File: src/rtl/nfork_decoder.sv
// ============================================================================
//  Module      : nfork_decoder
//  Description : Receive-side decoder for the active-low wheel fork pulse.
//                Synchronises nfork, deglitches both edges and reports one
//                strobe, a wrapping revolution count and the revolution
//                period (in core_CLK cycles) per validated falling edge.
//  Revision    : 1.0 - initial release
// ============================================================================
`timescale 1ns/1ps
`default_nettype none

module nfork_decoder #(
    parameter int PERIOD_W = 24,
    parameter int MIN_LOW  = 16,
    parameter int MIN_HIGH = 16,
    parameter int TIMEOUT  = 8_000_000
) (
    input  logic                core_CLK,
    input  logic                core_Reset,
    input  logic                nfork,
    output logic                rev_pulse,
    output logic [15:0]         rev_count,
    output logic [PERIOD_W-1:0] period,
    output logic                period_valid,
    output logic                stopped,
    output logic [7:0]          glitch_count
);

    localparam logic [7:0]          RUN_LOW_LAST  = 8'(MIN_LOW - 1);
    localparam logic [7:0]          RUN_HIGH_LAST = 8'(MIN_HIGH - 1);
    localparam logic [PERIOD_W-1:0] PCNT_LAST     = PERIOD_W'(TIMEOUT - 1);

    typedef enum logic [1:0] {
        ST_HIGH    = 2'd0,
        ST_LOWCHK  = 2'd1,
        ST_LOW     = 2'd2,
        ST_HIGHCHK = 2'd3
    } state_t;

    logic                nfork_meta_q;
    logic                s_q;
    state_t              state_q;
    logic [7:0]          run_q;
    logic [7:0]          glitch_q;
    logic                val_d;
    logic                rev_pulse_q;
    logic [15:0]         rev_count_q;
    logic [PERIOD_W-1:0] period_q;
    logic                period_valid_q;
    logic                stopped_q;
    logic [PERIOD_W-1:0] pcnt_q;

    // Two-flop synchroniser, idles high so reset looks like "no pulse".
    always_ff @(posedge core_CLK) begin
        if (core_Reset) begin
            nfork_meta_q <= 1'b1;
            s_q          <= 1'b1;
        end else begin
            nfork_meta_q <= nfork;
            s_q          <= nfork_meta_q;
        end
    end

    // Falling edge is validated on the MIN_LOW-th consecutive low sample; the
    // outputs register it on that same edge to keep the latency fixed.
    always_comb begin
        val_d = 1'b0;
        case (state_q)
            ST_HIGH:   val_d = (MIN_LOW == 1) && !s_q;
            ST_LOWCHK: val_d = !s_q && (run_q == RUN_LOW_LAST);
            default:   val_d = 1'b0;
        endcase
    end

    // Deglitch FSM: a run must persist for its minimum length or it is
    // counted as a glitch and the previous level is resumed.
    always_ff @(posedge core_CLK) begin
        if (core_Reset) begin
            state_q  <= ST_HIGH;
            run_q    <= 8'd0;
            glitch_q <= 8'd0;
        end else begin
            case (state_q)
                ST_HIGH: begin
                    if (!s_q) begin
                        if (MIN_LOW == 1) begin
                            state_q <= ST_LOW;
                        end else begin
                            run_q   <= 8'd1;
                            state_q <= ST_LOWCHK;
                        end
                    end
                end
                ST_LOWCHK: begin
                    if (s_q) begin
                        if (glitch_q != 8'hFF) glitch_q <= glitch_q + 8'd1;
                        state_q <= ST_HIGH;
                    end else if (run_q == RUN_LOW_LAST) begin
                        state_q <= ST_LOW;
                    end else begin
                        run_q <= run_q + 8'd1;
                    end
                end
                ST_LOW: begin
                    if (s_q) begin
                        if (MIN_HIGH == 1) begin
                            state_q <= ST_HIGH;
                        end else begin
                            run_q   <= 8'd1;
                            state_q <= ST_HIGHCHK;
                        end
                    end
                end
                ST_HIGHCHK: begin
                    if (!s_q) begin
                        if (glitch_q != 8'hFF) glitch_q <= glitch_q + 8'd1;
                        state_q <= ST_LOW;
                    end else if (run_q == RUN_HIGH_LAST) begin
                        state_q <= ST_HIGH;
                    end else begin
                        run_q <= run_q + 8'd1;
                    end
                end
                default: state_q <= ST_HIGH;
            endcase
        end
    end

    // Revolution outputs and period counter; a validated edge beats timeout,
    // and the counter parks at TIMEOUT-1 instead of wrapping.
    always_ff @(posedge core_CLK) begin
        if (core_Reset) begin
            rev_pulse_q    <= 1'b0;
            rev_count_q    <= 16'd0;
            period_q       <= '0;
            period_valid_q <= 1'b0;
            stopped_q      <= 1'b1;
            pcnt_q         <= '0;
        end else begin
            rev_pulse_q    <= val_d;
            period_valid_q <= 1'b0;
            if (val_d) begin
                rev_count_q <= rev_count_q + 16'd1;
                if (!stopped_q) begin
                    period_q       <= pcnt_q + 1'b1;
                    period_valid_q <= 1'b1;
                end else begin
                    stopped_q <= 1'b0;
                end
                pcnt_q <= '0;
            end else if (pcnt_q == PCNT_LAST) begin
                stopped_q <= 1'b1;
                period_q  <= '0;
            end else begin
                pcnt_q <= pcnt_q + 1'b1;
            end
        end
    end

    assign rev_pulse    = rev_pulse_q;
    assign rev_count    = rev_count_q;
    assign period       = period_q;
    assign period_valid = period_valid_q;
    assign stopped      = stopped_q;
    assign glitch_count = glitch_q;

endmodule

`default_nettype wire

File: config.mk
export PLATFORM = sky130hd
export DESIGN_NAME = nfork_decoder
export DESIGN_NICKNAME = d
export VERILOG_FILES = /design/src/rtl/nfork_decoder.sv
export SDC_FILE = /design/constraint.sdc
export NUM_CORES = 1
export LEC_CHECK = 0
export ABC_AREA = 1
export BUFFER_PORTS_ARGS = -buffer_cell sky130_fd_sc_hd__buf_2
export CORE_MARGIN = 4
export CORE_UTILIZATION = 50
export DETAILED_ROUTE_END_ITERATION = 8
export PLACE_DENSITY = 0.69
export RECOVER_POWER = 50
export SYNTH_ARGS = -nofsm -noshare
export SYNTH_HDL_FRONTEND = slang
export SYNTH_SLANG_ARGS = --single-unit
export TNS_END_PERCENT = 10
File: constraint.sdc
create_clock -name core_CLK -period 3.14 [get_ports core_CLK]
set_input_delay 0.157 -clock core_CLK [delete_from_list [all_inputs] [get_ports core_CLK]]
set_output_delay 0.157 -clock core_CLK [all_outputs]
set_load 0.005 [all_outputs]
==> results.txt <==
status: finished, final reports clean
PortBufs: 53
internal power: 1.40 mW
most frequent cells in the layout: nand2_1, nor2_1, dfxtp_1
full die area: 0.0102 mm^2
CTS Buf Count: 9
worst slew pin tran: 875 ps
Syn. warnings: 0
top cells by area, synth: dfxtp_1, nand2_1, nor2_1, nand3_1, inv_1
Initial DRC Count: 254
vias after detailed routing: 4067
I/O pin count: 54
Avg Cell Area, Syn: 6.97 um^2
Worst-Skew Late Latency: 360 ps
Clock Power Share: 36.2%
period utilization: 71.6%
Lkg Pwr: 1.79 nW
Worst VDD drop: 0.171 mV
vias in the first global route: 3675
Sw Share: 23.8%
Cell Area, Placed: 0.00463 mm^2
Logic pwr share: 3.0%
crit path max fanout: 24
DRC viols: 0
CP cell instances: ha_1, nand3_1, nor2_1, nand2_4, nand2_1, o21ai_0
# fillers: 800
largest net degree at the start of global routing: 35
hpwl dp: 7.50 mm
total core area: 0.00830 mm^2
Hold Vio Cnt, Final: 0
grt ovf: 0
most common cell after layout, fill and taps aside: nand2_1
Num Clock Sinks: 87
CTS tree: done
antenna violations before repair: 0
design area: 0.00475 mm^2
clk slew on worst S/H paths: 90 ps
Worst Path Arrival: 2460 ps
Min-Delay Path Class: in2reg
Die Ht: 101 um
Final Setup Violations: 0
Max Fclk: 445 MHz
RSZ-0062 raised after global routing: no
max-slew violations: 0
layout cell share with drive strength beyond 1: 11.7%
Yosys top cell area share: 40.4%
Critical Path Source Type: flop
Pwr Density: 386 mW/mm^2
Post-DRT Antenna Nets: 0
Ant. Diodes: 0
Root Driver: clkbuf_8
via density per instance: 5.21
sequential share of power: 60.8%
placer congestion estimate: 0.912
register area share after synthesis: 40.4%
final WL: 10.1 mm
Mapped Cells: 619
worst hold margin: 331 ps
max-cap viol count: 0
kind of critical path: reg2reg
clock buffer depth: 2
H-tree depth: 3
first-pass GRT wire length: 16.9 mm
Final Critical Period: 2250 ps
Setup TNS: 0 ps
area delta synth->final: 10.2%
Final #Nets: 679
Synth area leader: dfxtp_1
CP Data Required Time: 3350 ps
CP peak stage delay: 700 ps
DIE WIDTH: 101 um
DRT Pass-1 Iters: 4
post-synthesis cell area: 0.00431 mm^2
Setup crit end kind: flop
WL/cell: 12.9 um
GRT Overall Usage: 20.4%
CP max-delay cell: nand2_1
Rows: 33
Slew HR: 41.5%
Seq cells post-synth: 87
Setup Skew: 9.11 ps
unique cell type count in the Yosys netlist: 35
Syn Nets: 626
initial core utilization: 52.0%
sw power: 436 uW
-- power groups by stage --
stage / Clock [mW] / Sequential [mW] / Combinational (mW)
after floorplan: 0 / 1.14 / 0.0408
after global placement: 0 / 1.14 / 0.0531
after global routing: 0.728 / 1.12 / 0.0617
after detailed placement: 0 / 1.14 / 0.0540
after CTS: 0.679 / 1.11 / 0.0554
final: 0.665 / 1.11 / 0.0550
-- final cells by class --
type | instances | area (um^2) | area share (%)
Clock buffer | 9 | 124 | 2.61
Clock inverter | 5 | 27.5 | 0.579
Inverter | 62 | 236 | 4.98
Multi-Input combinational cell | 456 | 2230 | 46.9
Sequential cell | 87 | 1740 | 36.7
Tap cell | 105 | 131 | 2.76
Timing Repair Buffer | 56 | 262 | 5.50
-- cell usage after synthesis, drive strengths merged --
cell / number
o21bai: 7
and2: 1
xnor2: 4
buf: 8
nand4: 10
a21oi: 50
dfxtp: 87
nand2: 159
o21ai: 15
a211oi: 1
nor2: 103
xor2: 11
clkinv: 2
nor3: 12
nor3b: 2
inv: 60
nand3: 72
clkbuf: 6
and3: 1
or2: 2
ha: 4
a31oi: 2
-- per-stage QoR --
step / power (mW) / instances / setup slack (ps) / util, %
2_1_floorplan: 1.18 / 619 / 1530 / -
3_3_place_gp: 1.19 / 765 / 1120 / 55.8
3_5_place_dp: 1.20 / 765 / 1050 / 55.8
4_1_cts: 1.85 / 780 / 1030 / 57.8
5_1_grt: 1.91 / 780 / 662 / 57.3
6_report: 1.83 / 780 / 893 / 57.3
-- flip-flops by register name (all words and copies together), names as in the netlist, named ones only --
signal,flops
s_q,1
stopped,1
pcnt_q,24
period_valid,1
state_q,1
run_q,8
nfork_meta_q,1
rev_count,16
glitch_count,8
rev_pulse,1
period,24
-- final timing paths --
path,slack [ps],cells after the start,end,from
worst max-delay path,890,6,rev_count[0],run_q[0]
worst min register to register,430,1,s_q,nfork_meta_q
worst min-delay path,330,3,rev_count[10],core_Reset
worst max register to register,890,6,rev_count[0],run_q[0]
-- logic make-up after synthesis --
logic type | count (synthesis) | synth area share, %
adder cells (fa/ha/maj) | 4 | 1.16
AND/OR/NAND/NOR | 362 | 37.4
AO/OA/AOI/OAI | 75 | 10.4
buffers and inverters | 76 | 7.60
XOR/XNOR | 15 | 3.05
flip-flops | 87 | 40.4
-- worst max-delay path, delay by kind of cell (launching register included) --
kind,cells,cell delay [ps]
flops,1,400
simple gates,4,1350
fa+ha+maj,1,220
compound gates,1,140
-- what timing repair did --
action                    in CTS  in global routing
hold endpoints to repair       1                  0
resized for setup              0                  0
hold buffers                   1                  0
buffers inserted               0                  0
-- per-layer routing --
metal,global-route usage (%),up-vias,routed length (um)
li1,-,2100,-
met1,26.9,1856,4670
met2,33.9,93,4800
met3,3.67,18,443
met4,6.24,0,181
met5,0,-,0
Power figures use the tool's default switching activity.
